## src/rtl/cjb_param_const_unit_v.sv

```systemverilog
// cjb_param_const_unit_v: loadable constant bank with a 1-cycle registered read and {C,N,V,Z} flags.
// Define CJB_CONST_SEQ_EN to add the rotating sequence register (Seq_Mode/Seq_Step).
module cjb_param_const_unit_v #(
   parameter int WIDTH     = 8,
   parameter int NUM_CONST = 4,
   parameter int SEL_W     = 2
) (
   input  logic             Clock,
   input  logic             Reset,
   input  logic [SEL_W-1:0] Func_Sel,
   input  logic             Const_Req,
   input  logic             Ld_En,
   input  logic [SEL_W-1:0] Ld_Addr,
   input  logic [WIDTH-1:0] Ld_Data,
   input  logic             Seq_Mode,
   input  logic             Seq_Step,
   output logic             Const_Valid,
   output logic [WIDTH-1:0] Const_Result,
   output logic [3:0]       Const_CNVZ
);
   function automatic logic [WIDTH-1:0] rst_val(input int idx);
      logic [WIDTH-1:0] v;
      for (int b = 0; b < WIDTH; b++)
         v[b] = (idx == 3) || (idx == 1 && b % 2 == 0) || (idx == 2 && b % 2 == 1);
      return v;
   endfunction
   logic [WIDTH-1:0] bank_q [NUM_CONST];
   logic [WIDTH-1:0] bank_d [NUM_CONST];
   logic [WIDTH-1:0] rd, result_q;
   logic [3:0]       cnvz_q;
   logic             valid_q, bank_we;
`ifdef CJB_CONST_SEQ_EN
   logic [WIDTH-1:0] seq_q, seq_d;
   // A load in sequence mode targets the sequence register and wins over a step.
   always_comb
      seq_d = (Seq_Mode && Ld_En) ? Ld_Data :
              Seq_Step ? {seq_q[WIDTH-2:0], seq_q[WIDTH-1]} : seq_q;
   always_ff @(posedge Clock or posedge Reset)
      if (Reset) seq_q <= {{(WIDTH-1){1'b0}}, 1'b1};
      else       seq_q <= seq_d;
   assign bank_we = Ld_En & ~Seq_Mode;
   assign rd      = Seq_Mode ? seq_q : bank_q[Func_Sel];
`else
   logic unused_seq;
   assign unused_seq = Seq_Mode ^ Seq_Step;
   assign bank_we    = Ld_En;
   assign rd         = bank_q[Func_Sel];
`endif
   always_comb begin
      bank_d = bank_q;
      if (bank_we) bank_d[Ld_Addr] = Ld_Data;
   end
   // Read uses bank_q, so a same-edge load returns the old value.
   always_ff @(posedge Clock or posedge Reset)
      if (Reset) begin
         valid_q  <= 1'b0;
         result_q <= '0;
         cnvz_q   <= 4'b0001;
         for (int i = 0; i < NUM_CONST; i++) bank_q[i] <= rst_val(i);
      end else begin
         valid_q <= Const_Req;
         bank_q  <= bank_d;
         if (Const_Req) begin
            result_q <= rd;
            cnvz_q   <= {1'b0, rd[WIDTH-1], 1'b0, ~|rd};
         end
      end
   assign Const_Valid  = valid_q;
   assign Const_Result = result_q;
   assign Const_CNVZ   = cnvz_q;
endmodule

```

## config.mk

```make
export PLATFORM = sky130hd
export DESIGN_NAME = cjb_param_const_unit_v
export DESIGN_NICKNAME = d
export VERILOG_FILES = /design/src/rtl/cjb_param_const_unit_v.sv
export SDC_FILE = /design/constraint.sdc
export NUM_CORES = 1
export LEC_CHECK = 0
export CAP_MARGIN = 20
export CORE_MARGIN = 4
export CORE_UTILIZATION = 35
export CTS_CLUSTER_DIAMETER = 80
export DETAILED_ROUTE_END_ITERATION = 10
export PLACE_DENSITY_LB_ADDON = 0.2
export SETUP_SLACK_MARGIN = 0.2
export SYNTH_ARGS = -nofsm -noshare
export SYNTH_HDL_FRONTEND = slang
export SYNTH_SLANG_ARGS = --single-unit
```

## constraint.sdc

```tcl
create_clock -name Clock -period 1.45 [get_ports Clock]
set_clock_uncertainty 0.05 [all_clocks]
set_input_delay 0.2175 -clock Clock [delete_from_list [all_inputs] [get_ports Clock]]
set_output_delay 0.2175 -clock Clock [all_outputs]
set_load 0.03 [all_outputs]
```

Word level (Yosys, flattened, before mapping)
Index checks and enable logic that the tools add are counted.
{"block": "totals", "reg_bits": 43, "latch_bits": 0, "ram_bits": 0, "romBits": 0, "inputBits": 18, "mem_count": 0}
{"block": "op_classes", "add_sub_neg": 0, "mul": 0, "div": 0, "n_lt_le_gt_ge": 3, "n_eq_ne": 0, "shifts": 0, "n_mux": 6, "n_bitwise": 2, "n_reduce_logical": 3}
{"operator": "$bwmux W32", "count": 1}
{"operator": "$mux W8", "count": 3}
{"operator": "$bmux W8 S2", "count": 1}
{"operator": "$demux W8 S2", "count": 1}
{"operator": "$reduce_or A8 Y1", "count": 1}
{"operator": "$ge A3 B3 Y1 const B", "count": 2}
{"operator": "$not A2 Y3", "count": 2}
{"operator": "$lt A3 B1 Y1 const B", "count": 1}
{"operator": "$logic_and A1 B1 Y1", "count": 1}
{"operator": "$logic_not A1 Y1", "count": 1}

Longest topological paths before layout
Gate-level depths: netlist (run 1).
{"block": "depth", "ltp_word": 6, "ltp_mapped": 4, "mapped_depth_nobuf": 3}

Least setup slack after synthesis (run 1)
Ideal clock, no wire load.
{"block": "synth_timing", "path_type": "in2reg", "startpoint": "in Func_Sel[0]", "endpoint": "reg cnvz_q[0] (netlist: Const_CNVZ[0])", "setup_ps": 61, "arrival_ps": 1285, "path_slack_ps": 54, "cell_stages": 4, "path_buffers": 1, "cell_sequence": "buf_6 > mux4_2 > nor4_2 > a32o_2"}
{"block": "synth_via", "elab_chain_len": 6}
{"element": "start, declared", "line_no": "10", "rtl": "input logic [SEL_W-1:0] Func_Sel,"}
{"element": "$not A2 Y3 (not written as such)", "line_no": "47", "rtl": "assign rd = bank_q[Func_Sel];"}
{"element": "$bmux W8 S2", "line_no": "47"}
{"element": "$mux W8 (not written as such) (2 in series)", "line_no": "47"}
{"element": "$reduce_or A8 Y1", "line_no": "65", "rtl": "cnvz_q <= {1'b0, rd[WIDTH-1], 1'b0, ~|rd};"}
{"element": "$logic_not A1 Y1", "line_no": "65"}
{"element": "end signal, assigned", "line_no": "65"}
{"element": "end, declared", "line_no": "30", "rtl": "logic [3:0] cnvz_q;"}
No other way between the ends. The select of a mux whose other input is x is not followed.
A chain may end at the register's enable or synchronous reset.

Worst setup path after layout (run 1)
{"block": "layout_timing", "startpoint": "reg bank_q[23] (netlist name)", "endpoint": "reg cnvz_q[0] (netlist: Const_CNVZ[0])"}
{"block": "layout_via", "elab_chain_len": 5}
{"element": "start, declared", "line_no": "27", "rtl": "logic [WIDTH-1:0] bank_q [NUM_CONST];"}
{"element": "start signal, assigned", "line_no": "62", "rtl": "bank_q <= bank_d;"}
{"element": "$bmux W8 S2", "line_no": "47"}
{"element": "$mux W8 (not written as such) (2 in series)", "line_no": "47"}
{"element": "$reduce_or A8 Y1", "line_no": "65"}
{"element": "$logic_not A1 Y1", "line_no": "65"}
No other way between the ends. The select of a mux whose other input is x is not followed.

==> run_results.csv, run 1 <==
group,metric,value,unit
placed_design,dp_hpwl,2520,µm
floorplan,die_x,80.5,µm
status,violations,"negative setup slack",
finish,drive_above_1_share,66.7,%
finish,syn_to_final_growth,31.6,%
power_and_ir_drop,ir_drop,0.516,mV
route,drcViolationCount,0,
power_and_ir_drop,power.share.switching,28.2,%
status,status,"finished, violations left",
synth,synth_edf_count,0,
finish,final_common_cell,"mux2_2",
worst_setup_path,r2r-end,"Const_CNVZ[0]",
hold_path,hold_path.class,"in -> async",
clocking,numCtsBuffers,5,
timing,finalCritPeriodShare,103,%
power_and_ir_drop,power_density,1310,nW/µm²
global_route,met1_usage,17.1,%
clocking,cts_tree,"built",
timing,fin_crit,1.49,ns
power_and_ir_drop,switchingPower,891,µW
worst_setup_path,reg2reg_depth,3,
timing,fmax,671,MHz
route,wire_per_inst,16.1,µm
timing,grt_setup_unrepaired,"yes",
synth,synth-seq-cells,42,
power_and_ir_drop,p_leak,1.03,nW
timing,setup_slack,-0.0413,ns
timing,finalSetupViolCount,1,
synth,netlist_area,1840,µm²
global_route,grt_overflow,0,
floorplan,core,5110,µm²
global_route,grt_use_met2,19.0,%
clocking,cts_hold_buf,0,
flow_run,drv_cap,0,
worst_setup_path,crit_type,"reg -> reg",
finish,nNetsFinal,170,
timing,hold_viol,0,
timing,hold_ws,0.237,ns
global_route,grt_pass1_vias,1168,
synth,ys_seq_area_share,58.3,%
global_route,grt_antenna_before_repair,0,
synth,synth_area_leaders,"dfrtp_1 (34%), mux2_2 (24%), dfstp_2 (24%)",
worst_setup_path,startpoint_type,"flop",
synth,yosysTopAreaCell,"dfrtp_1",
power_and_ir_drop,power_frac_seq,50.3,%
floorplan,num_rows,26,
worst_setup_path,rrSetupSlack,-0.04,ns
clocking,cts.sink_count,42,
clocking,root_buffer,"clkbuf_8",
synth,synthMuxAreaShare,35.3,%
worst_setup_path,cp_max_fo,2,
floorplan,fp.dieH,80.5,µm
power_and_ir_drop,comb_power_share,27.1,%
floorplan,dieArea,6480,µm²
finish,finalInstanceArea,2420,µm²
route,dr_total_vias,1054,
synth,async_reset_ff_share,100,%
finish,layout_common_cells,"mux2_2 (32), dfrtp_1 (25), dfstp_2 (17)",
synth,netlist.area_leader.share,34.0,%
synth,yosysUniqueCellTypes,18,
synth,avgSynthCellArea,17.2,µm²
placed_design,portBuffers,26,
synth,synthXorXnorAreaFrac,0,%
global_route,grt.total_usage,12.5,%
placed_design,gp_congestion,0.727,
global_route,grt_pass1_wl,6140,µm
synth,synth_top_family_by_area,"multiplexers",
clocking,worstSkewPairLatency,0.29,ns
route,ant_nets,0,
synth,synth-adder-area-share,0,%
clocking,clockBufferDepth,2,
worst_setup_path,cp-end-kind,"flop",
synth,synthSimpleGateAreaFrac,2.93,%
worst_setup_path,rr_startpoint,"bank_q[23]",
route,drt_pre_antenna_iters,3,
worst_setup_path,worstPathRequired,1.63,ns
finish,antenna_cells,0,
global_route,grt_max_degree,43,
power_and_ir_drop,p_clk_share,22.6,%
clocking,clk_pin_slew_worst_paths,0.08,ns
placed_design,placed_area,2310,µm²
synth,synth_compound_area_share,0.612,%
power_and_ir_drop,internal-power,2.27,mW
timing,slew_viol_final,0,
floorplan,initial_core_util,36.0,%
synth,yosysWarnings,0,
worst_setup_path,cp.arrival,1.67,ns
synth,synth_cells,107,
global_route,top_usage_layer,"met2",
clocking,h-tree-depth,2,
route,drt-vias-per-instance,4.73,
floorplan,io_pins,31,
route,totalWireLength,3580,µm
route,first_iter_violations,58,
global_route,gr-usage-met3,3.70,%
synth,synth_ff_type,"dfrtp_1",
==> repair_timing <==
item	CTS	global route
setup buffers	4	1
hold endpoints to repair	0	0
setup endpoints to repair	32	16
pin swaps	3	0
gates resized for setup	53	15
==> area by class of cell <==
cell class / instances / area [µm²]
inverters: 2 / 7.51
fillers: 467 / 2690
clock buffers: 8 / 80.1
repair buffers: 43 / 424
flip-flops and latches: 42 / 1070
well taps: 70 / 87.6
multi-input cells: 58 / 748
==> through the flow <==
stage	setup TNS (ns)	std cells	setup slack (ns)	total power, mW	utilization, %
floorplan	0	108	0.0700	2.13	-
global placement	-7.16	210	-0.572	2.44	45.2
detailed placement	-7.94	210	-0.564	2.46	45.2
CTS	-0.0310	222	-0.0310	3.21	47.9
global route	-0.104	223	-0.0884	3.33	47.4
finish	-0.0413	223	-0.0413	3.17	47.4
==> power by group through the flow <==
stage	sequential [mW]	combinational (mW)	clock, mW
floorplan	1.70	0.430	0
global placement	1.61	0.831	0
detailed placement	1.61	0.855	0
CTS	1.59	0.883	0.736
global route	1.63	0.923	0.779
finish	1.59	0.858	0.715
==> flip-flops by register name, summed over array words and instances (netlist names) <==
name          count
Const_CNVZ        1
Const_Valid       1
bank_q           32
Const_Result      8
==> worst max path at each step <==
stage	from	endpoint	slack, ns	cells after the start
floorplan	Func_Sel[0]	Const_CNVZ[0]	0.07	4
global placement	Func_Sel[0]	Const_CNVZ[0]	-0.57	5
detailed placement	Func_Sel[0]	Const_CNVZ[0]	-0.56	5
CTS	bank_q[23]	Const_CNVZ[0]	-0.03	3
global route	bank_q[31]	Const_CNVZ[0]	-0.09	3
finish	bank_q[23]	Const_CNVZ[0]	-0.04	3
==> routing by layer <==
metal / vias up / routed length, µm
met3: 4 / 209
met5: - / 0
li1: 482 / -
met4: 0 / 40
met1: 540 / 1740
met2: 28 / 1600
==> synth_stat cells, types with 2 or more instances <==
cell / number
dfstp_2: 17
nand3b_1: 2
mux4_2: 3
mux4_1: 5
inv_1: 2
mux2_2: 40
dfrtp_1: 25
buf_4: 3
==> critical path: stages, from the launching register on <==
cell and delay, ns:
dfrtp_1 0.39, mux4_2 0.50, nor4_4 0.30, a32o_2 0.20
==> logic make-up after synthesis <==
kind of cell,Yosys count
AO/OA/AOI/OAI,1
flip-flops,42
buffers and inverters,8
multiplexers,48
other,1
AND/OR/NAND/NOR,7
(Power assumes the default switching activity.)
==> run 2: changes to the inputs <==
--- a/config.mk
+++ b/config.mk
@@ -12,6 +12,7 @@
 export DETAILED_ROUTE_END_ITERATION = 10
 export PLACE_DENSITY_LB_ADDON = 0.2
 export SETUP_SLACK_MARGIN = 0.2
+export SLEW_MARGIN = 10
 export SYNTH_ARGS = -nofsm -noshare
 export SYNTH_HDL_FRONTEND = slang
 export SYNTH_SLANG_ARGS = --single-unit
==> results of run 2 <==
Same layout as run 1: the final DEF is identical, and so are final timing and power.
==> run 3: changes to the inputs <==
--- a/config.mk
+++ b/config.mk
@@ -6,7 +6,9 @@
 export NUM_CORES = 1
 export LEC_CHECK = 0
 export CAP_MARGIN = 20
-export CORE_MARGIN = 4
+export CELL_PAD_IN_SITES_DETAIL_PLACEMENT = 1
+export CELL_PAD_IN_SITES_GLOBAL_PLACEMENT = 1
+export CORE_MARGIN = 2
 export CORE_UTILIZATION = 35
 export CTS_CLUSTER_DIAMETER = 80
 export DETAILED_ROUTE_END_ITERATION = 10
==> run 3 against run 2 <==
Against the previous run:
- critical path depth did not move
- combinational power is 1% lower
- the flow still finishes with violations (negative setup slack)
- critical path type unchanged
- power is 5.8% higher
- via count rose by 7.4%
==> run_results.csv, run 3 (synthesis results as in run 1) <==
group,metric,value,unit
status,status,"finished, violations left",
status,violations,"negative setup slack",
finish,largest_register_ffs,32,
worst_setup_path,rr_startpoint,"bank_q[31]",
finish,utilization,48.0,%
finish,antenna_cells,0,
worst_setup_path,r2r-end,"Const_CNVZ[0]",
clocking,worstSkewPairLatency,0.30,ns
worst_setup_path,cp.arrival,1.65,ns
global_route,grt_antenna_before_repair,0,
route,first_iter_violations,32,
timing,finalCritPeriodShare,101,%
timing,slew_viol_final,0,
timing,fin_tns_setup,-0.0122,ns
finish,fillers,531,
worst_setup_path,crit_family,"multiplexers",
placed_design,dp_hpwl,2860,µm
worst_setup_path,worst_path_largest_cell_delay,0.49,ns
route,ant_nets,0,
floorplan,dieArea,5850,µm²
global_route,grt_max_degree,43,
worst_setup_path,reg2reg_depth,3,
clocking,clockBufferDepth,2,
finish,layout_common_cells,"mux2_2 (32), dfrtp_1 (25), dfstp_2 (17)",
clocking,cts.sink_count,42,
worst_setup_path,critical_path_buf_inv_count,0,
floorplan,num_rows,26,
power_and_ir_drop,power_density,1380,nW/µm²
placed_design,gp_congestion,0.719,
clocking,h-tree-depth,2,
worst_setup_path,cp-end-kind,"flop",
clocking,root_buffer,"clkbuf_8",
floorplan,fp.dieH,76.5,µm
timing,fin_crit,1.46,ns
timing,fmax,684,MHz
worst_setup_path,startpoint_type,"flop",
floorplan,initial_core_util,36.2,%
worst_setup_path,cp_max_fo,2,
finish,syn_to_final_growth,32.4,%
worst_setup_path,rrSetupSlack,-0.01,ns
finish,multi_input_area,744,µm²
finish,finalInstanceArea,2440,µm²
finish,nNetsFinal,173,
timing,setup_slack,-0.0122,ns
floorplan,core,5070,µm²
power_and_ir_drop,ir_drop,0.455,mV
hold_path,hold_path.class,"in -> async",
timing,grt_setup_unrepaired,"yes",
finish,largest-register,"bank_q",
timing,finalSetupViolCount,1,
route,totalWireLength,3840,µm
finish,ff_latch_area,1070,µm²
global_route,grt.total_usage,14.3,%
global_route,grt_pass1_vias,1213,
route,drt_pre_antenna_iters,4,
route,dr_total_vias,1132,
floorplan,die_x,76.5,µm
finish,final_common_cell,"mux2_2",
placed_design,portBuffers,26,
clocking,cts_hold_buf,0,
global_route,grt_pass1_wl,6440,µm
route,drcViolationCount,0,
worst_setup_path,crit_path_cell_trace,"mux4_2, nor4_2, a32o_2",
clocking,clk_pin_slew_worst_paths,0.07,ns
finish,drive_above_1_share,69.9,%
clocking,cts_tree,"built",
timing,hold_viol,0,
timing,hold_ws,0.227,ns
power_and_ir_drop,p_leak,1.05,nW
flow_run,drv_cap,0,
worst_setup_path,worstPathRequired,1.64,ns
route,drt-vias-per-instance,5.01,
floorplan,io_pins,31,
global_route,grt_overflow,0,
worst_setup_path,slowest_stage,"mux4_2",
placed_design,placed_area,2300,µm²
clocking,numCtsBuffers,5,
worst_setup_path,crit_type,"reg -> reg",
route,wire_per_inst,17.0,µm
==> run 3: cell types whose count changed in the layout (fill, tap and decap cells not counted) <==
cell / change
clkinv_2: +2
nor4_4: -1
buf_2: -1
buf_4: +6
clkdlybuf4s15_2: +1
nor3_1: -1
buf_12: -3
nor3_2: +1
bufinv_16: +1
clkbuf_1: -3
nor4_2: +1
==> run 3: power breakdown <==
part	total [mW]	switching, mW	internal (mW)
sequential	1.60	0.133	1.47
clock	0.902	0.395	0.507
combinational	0.846	0.392	0.454
==> run 3: cell type report <==
type / count / area share, %
Clock buffer: 5 / 2.82
Inverter: 2 / 0.308
Sequential cell: 42 / 44.0
Timing Repair Buffer: 46 / 17.1
Tap cell: 70 / 3.60
Multi-Input combinational cell: 58 / 30.6
Clock inverter: 3 / 1.64
==> run 3: worst min-delay path: stages <==
cell and delay (ns):
clkdlybuf4s50_1 0.40, inv_1 0.09, buf_12 0.24
==> run 3: how the worst max path moves through the flow <==
stage / from / endpoint / slack, ns / depth (start not counted)
floorplan: Func_Sel[0] / Const_CNVZ[0] / 0.07 / 4
global placement: Func_Sel[0] / Const_CNVZ[0] / -0.54 / 5
detailed placement: Func_Sel[0] / Const_CNVZ[0] / -0.57 / 5
CTS: bank_q[31] / Const_CNVZ[0] / -0.04 / 3
global route: bank_q[31] / Const_CNVZ[0] / -0.06 / 3
finish: bank_q[31] / Const_CNVZ[0] / -0.01 / 3
==> run 3: what timing repair did <==
item	in CTS	in global routing
setup endpoints to repair	35	15
setup buffers	2	4
pin swaps	3	1
gates resized for setup	56	11
hold endpoints to repair	0	0
==> run 3: routing by layer <==
metal | global-route usage [%] | share of wire, % | wire (µm)
met5 | 0 | 0 | 0
met4 | 4.91 | 1.6 | 61
met3 | 4.15 | 6.0 | 230
met2 | 23.8 | 50 | 1900
met1 | 18.0 | 43 | 1650
==> run 3: through the flow <==
step / total power, mW / std cells / worst slack (ns)
5_1_grt: 3.53 / 226 / -0.0616
6_report: 3.35 / 226 / -0.0122
3_3_place_gp: 2.44 / 212 / -0.542
2_1_floorplan: 2.13 / 108 / 0.0700
4_1_cts: 3.42 / 222 / -0.0389
3_5_place_dp: 2.48 / 212 / -0.570
